## config.mk

```make
export PLATFORM = sky130hd
export DESIGN_NAME = alu_share_arbiter
export DESIGN_NICKNAME = d
export VERILOG_FILES = /design/src/rtl/alu_share_arbiter.sv
export SDC_FILE = /design/constraint.sdc
export NUM_CORES = 1
export LEC_CHECK = 0
export CAP_MARGIN = 15
export CORE_AREA = 2 2 130 132
export CTS_BUF_LIST = sky130_fd_sc_hd__clkbuf_4 sky130_fd_sc_hd__clkbuf_8
export CTS_CLUSTER_SIZE = 40
export DETAILED_ROUTE_END_ITERATION = 7
export DIE_AREA = 0 0 132 134
export DONT_BUFFER_PORTS = 1
export GPL_TIMING_DRIVEN = 0
export PLACE_DENSITY = 0.5
export SYNTH_ARGS = -nofsm -noshare
export SYNTH_HDL_FRONTEND = slang
export SYNTH_SLANG_ARGS = --single-unit
```

## constraint.sdc

```tcl
create_clock -name clk -period 1.63 [get_ports clk]
set_input_delay 0.489 -clock clk [delete_from_list [all_inputs] [get_ports clk]]
set_output_delay 0.489 -clock clk [all_outputs]
set_load 0.05 [all_outputs]
```

## src/rtl/alu_share_arbiter.sv

```systemverilog
// ---------------------------------------------------------------------------
// alu_share_arbiter
//
// Purpose:
//   Time-shares one ALU (alu_control + ALU datapath) between two requesters.
//   In IDLE a round-robin arbiter picks one requester. The winner's operation
//   is registered onto the alu_* outputs and held for SETTLE cycles. The ALU
//   result and zero flag are then captured and returned on a response port
//   tagged with the requester id.
//
// Handshake rule, used by every port of this block: a transfer happens on a
// rising clk edge where valid and ready are both high. A producer holds its
// payload stable while valid is high and ready is low. A requester may drop
// valid before it is accepted.
//
// Ports:
//   clk, rst_n                    clock, asynchronous active-low reset
//   r0_* / r1_*                   request ports: valid, ready, aluop[2:0],
//                                 func[5:0], a, b
//   alu_aluop, alu_func           registered operation to alu_control
//   alu_a, alu_b                  registered operands to the ALU
//   alu_result, alu_zero          ALU outputs, sampled at the end of ISSUE
//   rsp_valid, rsp_ready          response handshake
//   rsp_id, rsp_result, rsp_zero  response payload
//   dbg_state                     FSM state (0 IDLE, 1 ISSUE, 2 RESP)
//   dbg_last_id                   id of the most recently accepted requester
// ---------------------------------------------------------------------------
module alu_share_arbiter #(
  parameter int WIDTH  = 32,
  parameter int SETTLE = 1
) (
  input  logic             clk,
  input  logic             rst_n,
  input  logic             r0_valid,
  output logic             r0_ready,
  input  logic [2:0]       r0_aluop,
  input  logic [5:0]       r0_func,
  input  logic [WIDTH-1:0] r0_a,
  input  logic [WIDTH-1:0] r0_b,
  input  logic             r1_valid,
  output logic             r1_ready,
  input  logic [2:0]       r1_aluop,
  input  logic [5:0]       r1_func,
  input  logic [WIDTH-1:0] r1_a,
  input  logic [WIDTH-1:0] r1_b,
  output logic [2:0]       alu_aluop,
  output logic [5:0]       alu_func,
  output logic [WIDTH-1:0] alu_a,
  output logic [WIDTH-1:0] alu_b,
  input  logic [WIDTH-1:0] alu_result,
  input  logic             alu_zero,
  output logic             rsp_valid,
  input  logic             rsp_ready,
  output logic             rsp_id,
  output logic [WIDTH-1:0] rsp_result,
  output logic             rsp_zero,
  output logic [1:0]       dbg_state,
  output logic             dbg_last_id
);

  typedef enum logic [1:0] {
    S_IDLE  = 2'd0,
    S_ISSUE = 2'd1,
    S_RESP  = 2'd2
  } state_e;

  // The counter counts down from SETTLE-1 to 0. This gives SETTLE cycles in ISSUE.
  localparam logic [3:0] CNT_LOAD = 4'(SETTLE - 1);

  state_e           state_q, state_d;
  logic             last_id_q, last_id_d;
  logic [3:0]       cnt_q, cnt_d;
  logic [2:0]       aluop_q, aluop_d;
  logic [5:0]       func_q, func_d;
  logic [WIDTH-1:0] a_q, a_d;
  logic [WIDTH-1:0] b_q, b_d;
  logic             rsp_valid_q, rsp_valid_d;
  logic             rsp_id_q, rsp_id_d;
  logic [WIDTH-1:0] rsp_result_q, rsp_result_d;
  logic             rsp_zero_q, rsp_zero_d;

  logic grant0, grant1, acc0, acc1;

  // Round robin: a lone requester always wins. Under contention, the
  // requester that was not served last wins. At reset last_id is 1, so r0 wins the first contention.
  // The two grants are mutually exclusive by construction.
  always_comb begin
    grant0 = r0_valid & (~r1_valid | last_id_q);
    grant1 = r1_valid & (~r0_valid | ~last_id_q);
  end

  assign r0_ready = (state_q == S_IDLE) & grant0;
  assign r1_ready = (state_q == S_IDLE) & grant1;
  assign acc0     = r0_valid & r0_ready;
  assign acc1     = r1_valid & r1_ready;

  always_comb begin
    state_d      = state_q;
    last_id_d    = last_id_q;
    cnt_d        = cnt_q;
    aluop_d      = aluop_q;
    func_d       = func_q;
    a_d          = a_q;
    b_d          = b_q;
    rsp_valid_d  = rsp_valid_q;
    rsp_id_d     = rsp_id_q;
    rsp_result_d = rsp_result_q;
    rsp_zero_d   = rsp_zero_q;
    case (state_q)
      S_IDLE: begin
        if (acc0 || acc1) begin
          state_d   = S_ISSUE;
          last_id_d = acc1;
          rsp_id_d  = acc1;
          cnt_d     = CNT_LOAD;
          aluop_d   = acc1 ? r1_aluop : r0_aluop;
          func_d    = acc1 ? r1_func  : r0_func;
          a_d       = acc1 ? r1_a     : r0_a;
          b_d       = acc1 ? r1_b     : r0_b;
        end
      end
      S_ISSUE: begin
        if (cnt_q == 4'd0) begin
          rsp_result_d = alu_result;
          rsp_zero_d   = alu_zero;
          rsp_valid_d  = 1'b1;
          state_d      = S_RESP;
        end else begin
          cnt_d = cnt_q - 4'd1;
        end
      end
      S_RESP: begin
        // rsp_valid is always high in RESP, so rsp_ready alone completes the
        // handshake. IDLE is entered next cycle, so nothing is accepted in this cycle.
        if (rsp_ready) begin
          rsp_valid_d = 1'b0;
          state_d     = S_IDLE;
        end
      end
      default: state_d = S_IDLE;
    endcase
  end

  always_ff @(posedge clk or negedge rst_n) begin
    if (!rst_n) begin
      state_q      <= S_IDLE;
      last_id_q    <= 1'b1;
      cnt_q        <= 4'd0;
      aluop_q      <= 3'd0;
      func_q       <= 6'd0;
      a_q          <= '0;
      b_q          <= '0;
      rsp_valid_q  <= 1'b0;
      rsp_id_q     <= 1'b0;
      rsp_result_q <= '0;
      rsp_zero_q   <= 1'b0;
    end else begin
      state_q      <= state_d;
      last_id_q    <= last_id_d;
      cnt_q        <= cnt_d;
      aluop_q      <= aluop_d;
      func_q       <= func_d;
      a_q          <= a_d;
      b_q          <= b_d;
      rsp_valid_q  <= rsp_valid_d;
      rsp_id_q     <= rsp_id_d;
      rsp_result_q <= rsp_result_d;
      rsp_zero_q   <= rsp_zero_d;
    end
  end

  assign alu_aluop   = aluop_q;
  assign alu_func    = func_q;
  assign alu_a       = a_q;
  assign alu_b       = b_q;
  assign rsp_valid   = rsp_valid_q;
  assign rsp_id      = rsp_id_q;
  assign rsp_result  = rsp_result_q;
  assign rsp_zero    = rsp_zero_q;
  assign dbg_state   = state_q;
  assign dbg_last_id = last_id_q;

endmodule

```

* After elaboration in Yosys (flattened, before gate mapping)
Index checks and enable logic that the tools add are counted.
** Word-level totals
- Bits in registers :: 115
- Latch bits :: 0
- Bits in writable memories :: 0
- Bits in read-only memories :: 0
- Output and inout bits :: 113
- Memories kept :: 0
** Cells by class
- Add/subtract/negate cells :: 1
- Multipliers :: 0
- Div/mod/pow operators :: 0
- Magnitude comparators :: 0
- Eq/ne operators :: 6
- Shift-type cells :: 0
- Mux-type cells :: 14
- Bitwise operators :: 11
- Reduce and logical (&&, ||, !) cells :: 10
** Operators with widths (count)
- 32-bit 2-to-1 mux :: 2
- 3-bit AND reduction :: 3
- 4-bit 2-to-1 mux :: 2
- 4-bit case mux with 2 select lines :: 1
- 1-bit bitwise AND :: 6
- 2-bit 2-to-1 mux :: 3
- 6-bit 2-to-1 mux :: 1
- 2-bit inequality test (second input constant) :: 3
- 2-bit case mux with 3 select lines :: 1
- 4-bit zero test :: 1
- 2-bit AND reduction :: 2
- 2-bit nonzero test :: 2
- 4-bit by 1-bit subtractor with 4-bit output (second input constant) :: 1
- 3-bit 2-to-1 mux :: 1
- 1-bit NOT :: 3
- 2-bit by 1-bit == test with 1-bit output (second input constant) :: 1
- 2-bit == test (second input constant) :: 1
- 2-bit zero test :: 1
- 1-bit 2-to-1 mux :: 2
- 2-bit by 1-bit inequality test with 1-bit output (second input constant) :: 1
- 1-bit OR :: 2
- 1-bit case mux with 2 select lines :: 1
- 1-bit logical OR :: 1

* Depth between registers and ports, before layout
- Word-level depth :: 8
- Mapped depth :: 6
- Gate-level depth less buffers :: 5

* Worst setup path before layout
Ideal clock, no wire load.
- Kind :: register to output
- From :: reg last_id_q, in the netlist dbg_last_id
- To :: out r1_ready
- Arrival time :: 1.600 ns
- Slack :: -0.459 ns
- Cell stages (with the launch flop) :: 6
- Path buffers :: 3
- Cells stage by stage :: dfstp_2 clkbuf_1 nand2_1 clkbuf_1 clkbuf_1 and2_1
** Between the ends
- Longest elaborated chain between the ends :: 4
** Ends and longest elaborated chain
- start, declared :: line 71 : logic last_id_q, last_id_d;
- start signal, assigned :: line 159 : last_id_q <= last_id_d;
- 1-bit NOT :: line 89 : grant1 = r1_valid & (~r0_valid | ~last_id_q);
- 1-bit OR :: line 89
- 1-bit bitwise AND :: line 89
- 1-bit bitwise AND :: line 93 : assign r1_ready = (state_q == S_IDLE) & grant1;
- end, declared :: line 41 : output logic r1_ready,
Every way passes these cells.

* Worst setup path after layout
- From :: reg state_q[1], in the netlist dbg_state[1]
- To :: out r1_ready
** Between the ends
- Longest elaborated chain between the ends :: 2
** Ends and longest elaborated chain
- start, declared :: line 70 : state_e state_q, state_d;
- start signal, assigned :: line 158 : state_q <= state_d;
- 2-bit zero test :: line 93
- 1-bit bitwise AND :: line 93
Every way passes these cells.

==> flow_results.org <==
** Flow run
- Max-cap violations in this run came to 0.

** Timing
- Setup repair after global routing could not meet its margin everywhere.
- Final critical-path share of the clock period :: 140%
- The clock arrives with ~14 ps of skew.
- Based on the critical path, the design can be clocked at up to ~440 MHz.
- Setup violations remaining at the end of the flow were counted as between 90 and 100.
- On the final layout, the worst hold slack is -254 ps.
- Max Transition Viols Final :: 0
- Worst slew margin relative to its limit :: about 54%
- Transition time at the pin with the least slew margin :: 688 ps
- Worst path setup slack after routing :: -659 ps
- The hold violation count in the final report is between 100 and 150.
- Subtracting the final worst setup slack from the clock period gives about 2300 ps.

** Clock tree
- Clock transition at the registers of the reported paths :: 70 ps
- Clk Tree Root Cell :: sky130_fd_sc_hd__clkbuf_8
- Clock Tree Buf Depth :: 2
- TritonCTS created 17 clock buffers.
- The H-tree was split into 4 levels.
- TritonCTS clock tree :: built
- Total number of clock tree sinks :: about 120
- At the later pin of the worst-skew pair, clock insertion delay measures between 400 and 500 ps.

** Finish
- Post-route core utilization :: around 46%
- Fin nets :: slightly below 800
- The area growth from synthesis to layout is 27.4%.
- Leading cell type in the layout, fill and taps excluded :: sky130_fd_sc_hd__dfrtp_1
- Cells with a size suffix above 1 make up around a third of the layout.
- Final cell count without fillers :: between 800 and 900
- Fillers :: around 1,600
- Most frequent cells in the layout :: sky130_fd_sc_hd__dfrtp_1 (92), sky130_fd_sc_hd__nand3b_1 (73), sky130_fd_sc_hd__o2111ai_1 (71), sky130_fd_sc_hd__o21ai_0 (66), sky130_fd_sc_hd__and3_1 (55)

** Die
- The die is roughly 130 um wide.
- After floorplanning, the core was divided into 47 placement rows.
- Initial cell density of the core :: roughly 36%
- Die Footprint :: 0.0177 sq mm
- Core Region :: around 0.016 sq mm
- Die Ht :: roughly 130 um
- IO Count :: around 300

** Drt
- Number of nets with antenna violations after detailed routing :: 0
- Via count :: 5,055
- Average routed wire per standard cell :: roughly 25 um
- Before antenna repair, the detailed router went through 5 iterations.
- Using the TritonRoute via totals, the vias-per-cell ratio works out to between 6 and 7.
- DR DRC count :: 0
- The routed design has around 21,000 um of wire.
- The first routing iteration left 250 violations.

** Yosys
- Cell types with the largest area share after synthesis :: sky130_fd_sc_hd__dfrtp_1 (49%), sky130_fd_sc_hd__o2111ai_1 (11%), sky130_fd_sc_hd__nand3b_1 (9.3%)
- Number of instances in the synthesized netlist :: about 550
- After Yosys synthesis, XOR and XNOR cells account for 0% of the synthesized area.
- After synthesis, the largest area contributor takes up slightly below 50% of total cell area.
- After synthesis, the share of cell area in mux cells is under 10%.
- Simple-Gate Fraction of Synth Area :: between 10% and 20%
- Yosys printed 0 warnings.
- Dominant combinational cell family by area after synthesis :: simple AND/OR/NAND/NOR gates
- In this run the mean area of a mapped cell was approximately 11 sq um.
- After Yosys synthesis, full adders, half adders and majority gates account for less than 1% of the synthesized area.
- Syn Std Cell Area :: between 0.005 and 0.006 sq mm
- Nets in the synthesized netlist :: 731
- Cell type with the highest aggregate area in the netlist :: sky130_fd_sc_hd__dfrtp_1
- Number of flip-flops and latches in the synthesized netlist :: approximately 120
- Fraction of the mapped netlist area in compound gates :: a little under a fifth
- After synthesis, the netlist uses 33 different library cells.
- After synthesis, flip-flops and latches occupy 49.0% of the total area.

** Global routing
- Entering global routing, the biggest net connects around 120 pins.
- The initial antenna violation count is 2.
- Total global routing overflow :: 0
- Via count of the first global-routing pass :: roughly 5,200
- The first global-routing pass estimated 31,300 um of wire.
- Global-route usage over all layers :: a little under a quarter

** Power
- In this run the static leakage power is roughly 3.3 nW.
- Power density cells :: about 2600 mW/mm^2
- Total power consumption of the routed design :: roughly 20 mW
- IR analysis of the VDD net gives a maximum drop of just under 0.0009 V.

** Place
- The wire-length estimate of the detail-placed layout is around 14,000 um.
- Input/output buffers :: 0
- Placed Instances :: ~770
- At the end of routability-driven placement, the weighted congestion stood at 0.811.

** Setup path
- Of all nets on the critical path, the largest fanout is 10.
- Crit start category :: register
- The setup path with the least slack is of type reg2out.
- The slowest stage of the critical path is the sky130_fd_sc_hd__dfrtp_4 cell.
- At the worst endpoint, the arrival time is about 1800 ps.
- Endpoint required time on the critical path :: between 1000 and 1500 ps
- Cells along the critical path :: nor3b_4 > buf_4 > and2_4
- The largest single stage delay on the critical path is approximately 600 ps.
- Critical path capture point type :: primary output

** Min path
- In this run the worst hold path is classified as in2async.

** Status
- The run finished, with violations left.
- The checks that failed: hold timing, setup timing.
-- stage by stage --
stage / setup slack, ps / cell area [sq um] / TNS (ps)
after floorplan: -265 / 5920 / -1160
after global placement: -484 / 6190 / -28940
after detailed placement: -510 / 6190 / -32740
after CTS: -768 / 7260 / -30980
after global routing: -724 / 7490 / -20110
final: -659 / 7490 / -14010
-- registers in the layout, indices dropped and copies added, names as in the netlist --
name         flops
alu_aluop        3
rsp_result      32
rsp_zero         1
alu_func         6
cnt_q            4
alu_b           32
rsp_id           1
alu_a           32
rsp_valid        1
dbg_state        2
dbg_last_id      1
-- synth_stat cells --
| master | count |
|---|---|
| sky130_fd_sc_hd__mux2_1 | 8 |
| sky130_fd_sc_hd__o21ai_0 | 76 |
| sky130_fd_sc_hd__o211a_1 | 1 |
| sky130_fd_sc_hd__o221ai_1 | 1 |
| sky130_fd_sc_hd__and3_1 | 73 |
| sky130_fd_sc_hd__dfstp_2 | 1 |
| sky130_fd_sc_hd__nor3b_4 | 1 |
| sky130_fd_sc_hd__inv_1 | 6 |
| sky130_fd_sc_hd__buf_2 | 6 |
| sky130_fd_sc_hd__nand2_1 | 2 |
| sky130_fd_sc_hd__buf_1 | 3 |
| sky130_fd_sc_hd__a21oi_1 | 1 |
| sky130_fd_sc_hd__clkbuf_1 | 56 |
| sky130_fd_sc_hd__dfrtp_1 | 114 |
| sky130_fd_sc_hd__mux2_4 | 20 |
| sky130_fd_sc_hd__nor3b_2 | 1 |
| sky130_fd_sc_hd__o2111ai_1 | 73 |
| sky130_fd_sc_hd__nor2_1 | 5 |
| sky130_fd_sc_hd__o22ai_2 | 1 |
| sky130_fd_sc_hd__a31oi_1 | 1 |
| sky130_fd_sc_hd__nand2b_1 | 2 |
| sky130_fd_sc_hd__nand3b_1 | 73 |
| sky130_fd_sc_hd__o21ai_1 | 1 |
| sky130_fd_sc_hd__and2_1 | 1 |
| sky130_fd_sc_hd__o21bai_1 | 1 |
| sky130_fd_sc_hd__or4_1 | 1 |
| sky130_fd_sc_hd__nand3b_4 | 1 |
| sky130_fd_sc_hd__ha_1 | 2 |
| sky130_fd_sc_hd__or2_1 | 1 |
| sky130_fd_sc_hd__mux2_2 | 6 |
| sky130_fd_sc_hd__or3_1 | 2 |
| sky130_fd_sc_hd__buf_6 | 3 |
| sky130_fd_sc_hd__o41ai_1 | 1 |
-- power breakdown --
group	internal (mW)	switching, mW	total [mW]
clock	1.64	1.25	2.89
combinational	3.45	3.18	6.63
sequential	4.27	5.97	10.2
-- worst max-delay path, delay by kind of cell (launching register included) --
kind	cells	cell delay, ps
buf+inv	1	220
flops	1	600
simple gates	2	550
-- cell families after synthesis --
family | Yosys count
AO/OA/AOI/OAI | 157
multiplexers | 34
adder cells (fa/ha/maj) | 2
AND/OR/NAND/NOR | 163
buffers and inverters | 74
flip-flops | 115
-- worst paths after layout --
kind                                           from                          to  slack [ps]  cells after the start
setup / recovery           dbg_state[1]$_DFFE_PN0P_                    r1_ready        -660                      3
hold / removal                                rst_n  rsp_result[17]$_DFFE_PN0P_        -250                      0
setup reg to reg            dbg_last_id$_DFFE_PN1P_       alu_b[27]$_DFFE_PN0P_        -250                      8
hold reg to reg                cnt_q[2]$_DFFE_PN0P_        cnt_q[2]$_DFFE_PN0P_         590                      1
max in group asynchronous                     rst_n     dbg_last_id$_DFFE_PN1P_        1680                      0
min in group clk                          rsp_ready    dbg_state[1]$_DFFE_PN0P_         160                      1
-- final cells by class --
cell class                      instances  area, sq um  share of cell area (%)
Clock buffer                           20          275                    3.67
Sequential cell                       115         2920                    38.9
Tap cell                              220          275                    3.67
Clock inverter                         12          154                    2.05
Multi-Input combinational cell        356         2920                    39.0
Timing Repair Buffer                   35          485                    6.48
Antenna cell                            2         5.00                  0.0668
Buffer                                 65          438                    5.85
Inverter                                6         22.5                   0.301
-- routing by layer --
metal / track usage (%) / wire [um]
met1: 27.6 / 8250
met2: 37.5 / 10200
met5: 0 / 0
met3: 9.90 / 2050
met4: 6.52 / 323
-- what timing repair did --
action,4_1_cts,5_1_grt
gates cloned,6,2
resized for setup,89,88
pin swaps,3,16
buffers inserted,21,11
endpoints found under the setup margin,114,127
hold endpoints to repair,115,115
Note: power is estimated with default switching activity, not from simulation.
